### config.mk
export PLATFORM = sky130hd
export DESIGN_NAME = timer_seq_flat
export DESIGN_NICKNAME = d
export VERILOG_FILES = /design/src/rtl/timer_seq_pkg.sv /design/src/rtl/timer_seq_if.sv /design/src/rtl/timer_seq_counter.sv /design/src/rtl/timer_seq.sv /design/src/flat_wrapper.sv
export SDC_FILE = /design/constraint.sdc
export NUM_CORES = 1
export LEC_CHECK = 0
export ABC_AREA = 1
export BUFFER_PORTS_ARGS = -buffer_cell sky130_fd_sc_hd__buf_2
export CORE_AREA = 2 2 94 96
export CTS_CLUSTER_DIAMETER = 150
export CTS_CLUSTER_SIZE = 14
export DETAILED_ROUTE_END_ITERATION = 6
export DIE_AREA = 0 0 96 98
export PLACE_DENSITY = 0.89
export SYNTH_ARGS = -nofsm -noshare
export SYNTH_HDL_FRONTEND = slang
export SYNTH_SLANG_ARGS = --single-unit
### constraint.sdc
create_clock -name clk -period 2.92 [get_ports clk]
set_clock_uncertainty 0.05 [all_clocks]
set_input_delay 0.438 -clock clk [delete_from_list [all_inputs] [get_ports clk]]
set_output_delay 0.438 -clock clk [all_outputs]
set_load 0.1 [all_outputs]
### src/rtl/timer_seq_pkg.sv
// rtl/timer_seq_pkg.sv - state encoding shared by the timer_seq slice
package timer_seq_pkg;

  localparam int STATE_W = 3;

  typedef logic [STATE_W-1:0] state_t;

  localparam state_t S_IDLE  = 3'd0;
  localparam state_t S_ADDR  = 3'd1;
  localparam state_t S_LOAD  = 3'd2;
  localparam state_t S_COUNT = 3'd3;
  localparam state_t S_NEXT  = 3'd4;
  localparam state_t S_DONE  = 3'd7;

endpackage

### src/rtl/timer_seq_if.sv
// rtl/timer_seq_if.sv - control/memory bundle for timer_seq; abort wire only with TIMER_SEQ_ABORT_EN
interface timer_seq_if #(
  parameter int ADDR_W = 9,
  parameter int DATA_W = 64,
  parameter int NUM_CH = 4
);

  logic              start;
  logic [ADDR_W-1:0] read_address;
  logic [DATA_W-1:0] read_data;
  logic              busy;
  logic [NUM_CH-1:0] ch_done;
  logic              done;
`ifdef TIMER_SEQ_ABORT_EN
  logic              abort;

  modport master (output start, output read_data, output abort,
                  input read_address, input busy, input ch_done, input done);
  modport slave  (input start, input read_data, input abort,
                  output read_address, output busy, output ch_done, output done);
`else
  modport master (output start, output read_data,
                  input read_address, input busy, input ch_done, input done);
  modport slave  (input start, input read_data,
                  output read_address, output busy, output ch_done, output done);
`endif

endinterface

### src/rtl/timer_seq_counter.sv
// rtl/timer_seq_counter.sv - per-channel delay counter with loadable target and match flag
module timer_seq_counter #(
  parameter int CNT_W = 33
) (
  input  logic             clk,
  input  logic             rst,
  input  logic             clr,
  input  logic             inc,
  input  logic             target_load,
  input  logic [CNT_W-1:0] target_in,
  output logic             hit
);

  logic [CNT_W-1:0] counter;
  logic [CNT_W-1:0] target;

  // Elapsed-cycle counter: cleared when a new target arrives, advanced while counting.
  always_ff @(posedge clk or posedge rst) begin
    if (rst) begin
      counter <= '0;
    end else if (clr) begin
      counter <= '0;
    end else if (inc) begin
      counter <= counter + CNT_W'(1);
    end
  end

  // Target register: captured from the memory word during LOAD.
  always_ff @(posedge clk or posedge rst) begin
    if (rst) begin
      target <= '0;
    end else if (target_load) begin
      target <= target_in;
    end
  end

  // Counting stops on the match, so the counter can never pass the target.
  always_comb begin
    hit = (counter == target);
  end

endmodule

### src/rtl/timer_seq.sv
// rtl/timer_seq.sv - multi-channel memory-programmed delay sequencer; optional abort via TIMER_SEQ_ABORT_EN
module timer_seq
  import timer_seq_pkg::*;
#(
  parameter int CNT_W     = 33,
  parameter int DATA_W    = 64,
  parameter int ADDR_W    = 9,
  parameter int NUM_CH    = 4,
  parameter int BASE_ADDR = 0
) (
  input  logic          clk,
  input  logic          rst,
  timer_seq_if.slave    bus
);

  localparam logic [ADDR_W-1:0] BASE_A  = ADDR_W'(BASE_ADDR);
  localparam logic [ADDR_W-1:0] LAST_CH = ADDR_W'(NUM_CH - 1);

  state_t            state_q;
  state_t            state_d;
  logic [ADDR_W-1:0] ch;
  logic              hit;
  logic              abort_req;
  logic              in_seq;
  logic              seq_go;
  logic              ch_step;
  logic              cnt_load;
  logic              cnt_inc;
  logic [DATA_W-1:0] unused_data;

  // Only the low CNT_W bits of the memory word form the target.
  assign unused_data = bus.read_data;

`ifdef TIMER_SEQ_ABORT_EN
  assign abort_req = bus.abort;
`else
  assign abort_req = 1'b0;
`endif

  // Decode of the registered state used by both next-state and control logic.
  always_comb begin
    in_seq   = (state_q == S_ADDR) || (state_q == S_LOAD) ||
               (state_q == S_COUNT) || (state_q == S_NEXT);
    seq_go   = ((state_q == S_IDLE) || (state_q == S_DONE)) && bus.start;
    ch_step  = (state_q == S_NEXT) && (ch != LAST_CH) && !abort_req;
    cnt_load = (state_q == S_LOAD);
    cnt_inc  = (state_q == S_COUNT) && !hit;
  end

  // State register.
  always_ff @(posedge clk or posedge rst) begin
    if (rst) begin
      state_q <= S_IDLE;
    end else begin
      state_q <= state_d;
    end
  end

  // Next-state logic; abort pre-empts every in-sequence transition, start wins outside one.
  always_comb begin
    state_d = state_q;
    case (state_q)
      S_IDLE:  if (bus.start) state_d = S_ADDR;
      S_ADDR:  state_d = S_LOAD;
      S_LOAD:  state_d = S_COUNT;
      S_COUNT: if (hit) state_d = S_NEXT;
      S_NEXT:  state_d = (ch == LAST_CH) ? S_DONE : S_ADDR;
      S_DONE:  if (bus.start) state_d = S_ADDR;
      default: state_d = S_IDLE;
    endcase
    if (abort_req && in_seq) begin
      state_d = S_IDLE;
    end
  end

  // Channel index: reset on every (re)start, advanced when leaving NEXT for another channel.
  always_ff @(posedge clk or posedge rst) begin
    if (rst) begin
      ch <= '0;
    end else if (seq_go) begin
      ch <= '0;
    end else if (ch_step) begin
      ch <= ch + ADDR_W'(1);
    end
  end

  timer_seq_counter #(
    .CNT_W (CNT_W)
  ) u_counter (
    .clk         (clk),
    .rst         (rst),
    .clr         (cnt_load),
    .inc         (cnt_inc),
    .target_load (cnt_load),
    .target_in   (bus.read_data[CNT_W-1:0]),
    .hit         (hit)
  );

  // Outputs come only from registered state and ch, never from inputs.
  always_comb begin
    bus.read_address = BASE_A + ch;
    bus.busy         = in_seq;
    bus.done         = (state_q == S_DONE);
    bus.ch_done      = (state_q == S_NEXT) ? (NUM_CH'(1) << ch) : '0;
  end

endmodule
### src/flat_wrapper.sv
// flat-port wrapper written by rule: the top's interface ports become plain ports
module timer_seq_flat import timer_seq_pkg::*;
#(
  parameter int CNT_W     = 33,
  parameter int DATA_W    = 64,
  parameter int ADDR_W    = 9,
  parameter int NUM_CH    = 4,
  parameter int BASE_ADDR = 0
)
  (clk, rst, bus_start, bus_read_data, bus_read_address, bus_busy, bus_ch_done, bus_done);
  timer_seq_if #(.ADDR_W(ADDR_W), .DATA_W(DATA_W), .NUM_CH(NUM_CH)) bus_i ();
  input  logic clk;
  input  logic rst;
  input wire logic [$bits(bus_i.start)-1:0] bus_start;
  input wire logic [$bits(bus_i.read_data)-1:0] bus_read_data;
  output wire logic [$bits(bus_i.read_address)-1:0] bus_read_address;
  output wire logic [$bits(bus_i.busy)-1:0] bus_busy;
  output wire logic [$bits(bus_i.ch_done)-1:0] bus_ch_done;
  output wire logic [$bits(bus_i.done)-1:0] bus_done;
  assign bus_i.start = bus_start;
  assign bus_i.read_data = bus_read_data;
  assign bus_read_address = bus_i.read_address;
  assign bus_busy = bus_i.busy;
  assign bus_ch_done = bus_i.ch_done;
  assign bus_done = bus_i.done;
  timer_seq #(.CNT_W(CNT_W), .DATA_W(DATA_W), .ADDR_W(ADDR_W), .NUM_CH(NUM_CH), .BASE_ADDR(BASE_ADDR)) u_core (.clk(clk), .rst(rst), .bus(bus_i));
endmodule
== Word-level counts from Yosys, hierarchy flattened ==
Cells that the tools add are included.

* Register bits: 78
* Output and inout bits: 15
* Logic and storage cells: 39

* Add/sub/neg operators: 2
* Eq/ne operators: 10
* Shifts and indexed selects: 1
* Mux-type cells: 9
* Reductions and logical operators: 13

{| class="wikitable"
|+ Operator list
! operator !! count
|-
| $mux 33 || 2
|-
| $add 33x1->33 const B || 1
|-
| $eq 33x33->1 || 1
|-
| $mux 9 || 2
|-
| $pmux 3 s5 || 1
|-
| $add 9x1->9 const B || 1
|-
| $eq 9x2->1 const B || 1
|-
| $mux 3 || 3
|-
| $ne 9x2->1 const B || 1
|-
| $shl 1x9->4 const A || 1
|-
| $eq 3x2->1 const B || 2
|-
| $eq 3x3->1 const B || 2
|-
| $logic_or 1x1->1 || 4
|-
| $mux 4 || 1
|-
| $ne 2x1->1 const B || 2
|-
| $reduce_bool 2->1 || 2
|-
| $eq 3x1->1 const B || 1
|-
| $logic_and 1x1->1 || 3
|-
| $logic_not 3->1 || 1
|-
| $reduce_and 2->1 || 1
|-
| $reduce_or 2->1 || 1
|-
| $logic_not 1->1 || 1
|}

== Logic depth before layout (Yosys ltp) ==
Gate-level depths: netlist (run 1).

* Word-level depth: 5
* Gate-level depth with buffers: 13
* Depth with buffers taken out: 12

== Hierarchy ==
From an unflattened synthesis (run 1), not the netlist that was laid out.

* Cell total of the unflattened synthesis: 613
* Area total of the unflattened synthesis: 4505.6 um^2

{| class="wikitable"
|+ By module, submodules not included
! module !! instances !! cells each !! area each (um^2) !! seq. area each (um^2)
|-
| timer_seq_counter || 1 || 478 || 3602.2 || 1651.6
|-
| timer_seq || 1 || 135 || 903.4 || 300.3
|}

== Worst setup path before layout (run 1) ==
OpenSTA, ideal clock, no wires.

* Path type: register -> output
* Start point: register u_core.ch[5]
* End point: output bus_ch_done[1]
* Data arrival time: 2.555 ns
* Path slack: -0.123 ns
* Cell stages (with the launch flop): 6
* Path buffers: 0
* Cells stage by stage: dfrtp_1 -> nor3_1 -> nand2_1 -> inv_1 -> nand2_1 -> nor2_1

* Cells in the longest elaborated chain, start to end: 2

{| class="wikitable"
|+ RTL lines
! element !! line !! source
|-
| start, declared || timer_seq.sv:21 || <nowiki>logic [ADDR_W-1:0] ch;</nowiki>
|-
| start signal, assigned || timer_seq.sv:83 || <nowiki>ch <= ch + ADDR_W'(1);</nowiki>
|-
| $shl 1x9->4 || timer_seq.sv:104 || <nowiki>bus.ch_done = (state_q == S_NEXT) ? (NUM_CH'(1) << ch) : '0;</nowiki>
|-
| $mux 4 || timer_seq.sv:104 ||
|-
| end, declared || flat_wrapper.sv:18 || <nowiki>output wire logic [$bits(bus_i.ch_done)-1:0] bus_ch_done;</nowiki>
|}

Every way passes these cells.

== Worst setup path after layout (run 1) ==
* Start point: register u_core.state_q[0]
* End point: output bus_ch_done[3]

* Cells in the longest elaborated chain, start to end: 2

{| class="wikitable"
|+ RTL lines
! element !! line !! source
|-
| start, declared || timer_seq.sv:19 || <nowiki>state_t state_q;</nowiki>
|-
| start signal, assigned || timer_seq.sv:55 || <nowiki>state_q <= state_d;</nowiki>
|-
| $eq 3x3->1 || timer_seq.sv:104 ||
|-
| $mux 4 || timer_seq.sv:104 ||
|}

Every way passes these cells.

==> flow_summary.toml, run 1 <==
[outcome]
status = "complete, no violations"

[floorplan]
pin_count = 82
core_mm2 = 0.00847
rows = 34
dieArea_mm2 = 0.00941
fp.dieH_um = 98
fp.dieW_um = 96
start_util_pct = 55.1

[sta]
layout_setup_ws_ns = 0.428
slew_viol_final = 0
tightest_slew_ns = 0.657
period_share_pct = 85.3
finalSetupViolations = 0
hold_viol = 0
fin_crit_ns = 2.49
fmax_ghz = 0.401
rsz0062_at_grt = "false"
tns_ns = 0
relSlewSlack_pct = 56.1

[cells_and_area]
syn_to_final_growth_pct = 11.2
n_antenna_cell = 0
layout_common_cells = "nand2_1 (246), dfrtp_1 (78), nand3_1 (57), inv_1 (54), buf_2 (50)"
final_nets = 759
drive_above_1_share_pct = 13.3
fillers = 768
layout_commonest_cell = "nand2_1"
post-route-util_pct = 61.2

[drt]
initialDrtViolationCount = 234
finalWirelength_um = 11500
wl_per_cell_um = 14.3
avgViaCountPerCell = 5.43
firstDrtPassIters = 5
ant_nets = 0
drc = 0
vias = 4351

[global_routing]
grt_max_degree = 42
antenna_found_initial = 0
overflow = 0
grtUsageTotal_pct = 25.8
grt_pass1_wl_um = 19300
first_global_vias = 4383

[worst_setup_path]
cp_top_family = "simple AND/OR/NAND/NOR gates"
cp_slowest_cell = "dfrtp_1"
start_kind = "flip-flop"
reg2regPathDepth = 9
crit_chain = "nor2_1 -> inv_1 -> nor2_1 -> nand3_1 -> nor2_1 -> buf_2"
critPathMostFrequentCell = "nor2_1"
rrSetupSlack_ns = 0.74
reg2reg_from = "u_core.u_counter.counter[1]$_DFFE_PP0P_"
max_stage_delay_ns = 0.47
crit_type = "flip-flop to output port"
crit_buf_inv = 2
endpoint_kind = "output port"
cp_max_fo = 6
rr_endpoint = "u_core.u_counter.counter[30]$_DFFE_PP0P_"
crit_required_ns = 2.43
crit_arrival_ns = 2.00

[place]
portBuffers = 50
place_ws_ns = 0.805
dp_hpwl_um = 8310
globalplace.congestion = 0.961

[power]
max-vdd-ir-drop_uv = 444
total_leakage_power_nw = 2.60
power_mw = 3.07
power_density_mw_per_mm2 = 592

[logic_synthesis]
synth_cells = 646
synth_seq_cells = 78
netlist_area_mm2 = 0.00466
synth_top_area_share_pct = 41.9
synthDistinctLibCells = 34
yosys.area.top_type = "dfrtp_1"
synth_area_per_cell_um2 = 7.22
synthTopCellsByArea = "dfrtp_1 (42%), nand2_1 (20%), nand3_1 (6.1%)"
ys_seq_area_share_pct = 41.9
synth_nets = 715
yosys_warnings = 0

[cts]
cts_resized = 0
ctsHoldBuffers = 0
path_clk_slew_ns = 0.08
cts_buffer_depth = 2
clock_latency_ns = 0.36
cts_num_sinks = 78
numCtsBuffers = 9
cts_tree = "yes"
root_buffer = "clkbuf_8"
htree_levels = 3
post-cts-setup-buffer-count = 0

[run]
drv_cap = 0

[worst_hold_path]
holdCritPathClass = "input port to asynchronous set/reset pin"
[worst register-to-register path: cells and delay by family (launching register included)]
family	cells	cell delay (ns)
fa+ha+maj	1	0.23
flops	1	0.48
xor+xnor	1	0.16
simple gates	7	1.16
[state kept, by name (all words and copies together) (netlist names)]
signal,flops
u_core.u_counter.counter,33
u_core.ch,9
u_core.u_counter.target,33
u_core.state_q,3
[area by class of cell]
| cell class | count | area (µm²) | share of cell area, % |
|---|---|---|---|
| timing repair buffer | 55 | 300 | 5.79 |
| multi-input combinational | 483 | 2340 | 45.2 |
| clock buffer | 9 | 124 | 2.39 |
| inverter | 63 | 239 | 4.61 |
| clock inverter | 6 | 87.6 | 1.69 |
| tap | 108 | 135 | 2.61 |
| sequential | 78 | 1950 | 37.7 |
[kinds of logic (layout without fill, tap and decap cells)]
| kind of cell | after synthesis | count (layout) | share of synthesized area [%] |
|---|---|---|---|
| simple gates | 409 | 409 | 38.1 |
| xor+xnor | 43 | 43 | 8.08 |
| buf+inv | 85 | 133 | 8.08 |
| compound gates | 29 | 29 | 3.38 |
| flops | 78 | 78 | 41.9 |
| fa+ha+maj | 2 | 2 | 0.537 |
[how the worst max path moves through the flow]
stage	end	depth (start not counted)	from	slack, ns
after floorplan	bus_ch_done[1]	5	u_core.ch[5]$_DFFE_PP0P_	-0.12
after global placement	u_core.u_counter.counter[30]$_DFFE_PP0P_	9	u_core.u_counter.counter[0]$_DFFE_PP0P_	0.83
after detailed placement	u_core.u_counter.counter[30]$_DFFE_PP0P_	9	u_core.u_counter.counter[1]$_DFFE_PP0P_	0.80
after CTS	bus_ch_done[3]	5	u_core.state_q[2]$_DFFE_PP0P_	0.43
after global routing	bus_ch_done[1]	5	u_core.state_q[2]$_DFFE_PP0P_	0.28
final	bus_ch_done[3]	6	u_core.state_q[0]$_DFFE_PP0P_	0.43
[where the power goes]
group	total (mW)	switching, mW	internal [mW]
clock network	0.893	0.418	0.475
logic	0.649	0.372	0.278
registers	1.52	0.192	1.33
[synth_stat cells, drive strengths merged]
library cell  number
a21o               1
a21oi              3
a31oi              2
buf               13
clkbuf             9
dfrtp             78
ha                 2
inv               63
nand2            249
nand3             58
nand4             29
nor2              46
nor3              23
nor3b              1
nor4               2
o21ai             21
o22ai              1
o31ai              1
or2                1
xnor2             16
xor2              27
[metal layers]
layer	global-route usage, %	wire (µm)	vias up
met5	0	0	-
met4	10.2	229	0
met3	3.70	531	25
met2	43.9	5680	137
met1	32.6	5060	2040
li1	-	-	2149
[per-stage QoR]
stage | area (µm²) | hold WS (ns) | instances
finish | 5180 | 0.0706 | 802
global route | 5180 | 0.126 | 802
CTS | 5180 | 0.0851 | 802
detailed placement | 4970 | 0.434 | 787
global placement | 4970 | 0.427 | 787
floorplan | 4670 | 0.411 | 646
No activity file was read; power rests on OpenSTA's default activity.
==> run 2: changes to the inputs <==
CORE_AREA = 2 2 77 116   (was 2 2 94 96)
DIE_AREA = 0 0 79 118   (was 0 0 96 98)
PLACE_DENSITY = 0.9   (was 0.89)
==> run 2 against run 1 <==
Against the previous run: first-iteration DRC count increased by 35%; clock power increased by 14%; design area increased by 0.92%; register-to-register slack got worse by 0.04 ns; power increased by 4.8%; sequential share of layout area decreased by 0.34 points; sequential power about the same; global-route usage increased by 1.8 points; critical endpoint unchanged; largest cell class unchanged; highest routed layer unchanged.
==> flow_summary.toml, run 2 (synthesized netlist as in run 1, its figures left out) <==
[outcome]
status = "complete, no violations"

[worst_setup_path]
cp_max_fo = 6
endpoint_kind = "output port"
crit_required_ns = 2.43
start_kind = "flip-flop"
crit_type = "flip-flop to output port"
crit_arrival_ns = 1.98
reg2regPathDepth = 9

[cells_and_area]
n_antenna_cell = 0
post-route-util_pct = 62.9
instances_no_fill = 801
final_nets = 758
top_regs = "u_core.u_counter.counter (33), u_core.u_counter.target (33), u_core.ch (9)"
syn_to_final_growth_pct = 12.2
design_area_mm2 = 0.00523
fillers = 758
regArea_mm2 = 0.00195
drive_above_1_share_pct = 13.1
layout_common_cells = "nand2_1 (246), dfrtp_1 (78), nand3_1 (57), inv_1 (54), buf_2 (50)"
layout_commonest_cell = "nand2_1"
multi_input_area_mm2 = 0.00234

[sta]
fin_crit_ns = 2.47
relSlewSlack_pct = 63.7
period_share_pct = 84.6
finalSetupViolations = 0
tightest_slew_ns = 0.544
hold_viol = 0
slew_viol_final = 0
fmax_ghz = 0.405
rsz0062_at_grt = "false"

[cts]
htree_levels = 3
clock_latency_ns = 0.34
path_clk_slew_ns = 0.06
cts_resized = 0
post-cts-setup-buffer-count = 0
cts_num_sinks = 78
cts_buffer_depth = 2
cts_tree = "yes"
numCtsBuffers = 9
ctsHoldBuffers = 0
root_buffer = "clkbuf_16"

[drt]
drt-met1-wl_um = 4460
ant_nets = 0
wl_met2_um = 6080
vias = 4476
wl_per_cell_um = 14.8
drc = 0
finalWirelength_um = 11800
initialDrtViolationCount = 316
top_layer = "met4"
avgViaCountPerCell = 5.59
firstDrtPassIters = 5
wl_met3_um = 566

[global_routing]
antenna_found_initial = 0
grt_pass1_wl_um = 20100
grt_max_degree = 79
overflow = 0
grtUsageTotal_pct = 27.5
first_global_vias = 4437

[floorplan]
dieArea_mm2 = 0.00932
pin_count = 82
start_util_pct = 56.1
core_mm2 = 0.00831
rows = 41
fp.dieH_um = 118
fp.dieW_um = 79

[place]
portBuffers = 50
place_area_mm2 = 0.00496
dp_hpwl_um = 8460
dp_cells = 785
globalplace.congestion = 0.960

[run]
drv_cap = 0

[power]
p_int_mw = 2.20
max-vdd-ir-drop_uv = 364
comb_power_share_pct = 20.6
switching_share_pct = 31.4
total_leakage_power_nw = 2.64
power_mw = 3.21
p_clk_share_pct = 31.7
power_density_mw_per_mm2 = 614
power_switching_mw = 1.01
p_seq_share_pct = 47.7

[worst_hold_path]
holdCritPathClass = "input port to asynchronous set/reset pin"
run 2: cell types whose count changed in the layout (fill, tap and decap cells not counted), sizes merged:
| cell | change |
|---|---|
| bufinv | -2 |
| clkinv | +4 |
| buf | -1 |
| clkinvlp | -3 |
| clkbuf | +2 |
run 2: critical path, stage by stage (launching register included):
cell     delay [ns]
dfrtp_1        0.45
nor2_1         0.15
inv_1          0.10
nor2_1         0.22
nand3_1        0.16
nor2_1         0.13
buf_2          0.43
run 2: area by class of cell:
| class | instances | area share [%] |
|---|---|---|
| Multi-Input combinational cell | 483 | 44.8 |
| Sequential cell | 78 | 37.3 |
| Timing Repair Buffer | 54 | 5.60 |
| Clock buffer | 11 | 4.64 |
| Inverter | 63 | 4.57 |
| Tap cell | 107 | 2.56 |
| Clock inverter | 5 | 0.478 |
run 2: metrics by stage:
stage / TNS (ns) / hold slack, ns / setup slack [ns]
after floorplan: -0.245 / 0.411 / -0.123
final: 0 / 0.125 / 0.449
after CTS: 0 / 0.146 / 0.434
after detailed placement: 0 / 0.431 / 0.777
after global routing: 0 / 0.167 / 0.307
after global placement: 0 / 0.427 / 0.822
run 2: power by group through the flow:
| stage | Combinational (mW) | Sequential [mW] | Clock (mW) |
|---|---|---|---|
| 2_1_floorplan | 0.466 | 1.53 | 0 |
| 3_3_place_gp | 0.627 | 1.54 | 0 |
| 3_5_place_dp | 0.652 | 1.55 | 0 |
| 4_1_cts | 0.666 | 1.53 | 1.03 |
| 5_1_grt | 0.766 | 1.56 | 1.08 |
| 6_report | 0.661 | 1.53 | 1.02 |
run 2: final timing paths:
kind | startpoint | to | slack [ns]
setup reg to reg | u_core.u_counter.counter[0]$_DFFE_PP0P_ | u_core.u_counter.counter[30]$_DFFE_PP0P_ | 0.70
setup / recovery | u_core.state_q[0]$_DFFE_PP0P_ | bus_ch_done[3] | 0.45
hold / removal | rst | u_core.u_counter.target[15]$_DFFE_PP0N_ | 0.13
max in group asynchronous | rst | u_core.u_counter.counter[30]$_DFFE_PP0P_ | 2.37
hold reg to reg | u_core.u_counter.target[24]$_DFFE_PP0N_ | u_core.u_counter.target[24]$_DFFE_PP0N_ | 0.44
min in group clk | bus_read_data[11] | u_core.u_counter.target[11]$_DFFE_PP0N_ | 0.24
run 2: routing by layer:
| layer | GRT usage (%) | vias to the layer above |
|---|---|---|
| li1 | - | 2146 |
| met1 | 31.3 | 2100 |
| met2 | 46.0 | 171 |
| met3 | 5.14 | 59 |
| met4 | 18.6 | 0 |
| met5 | 0 | - |
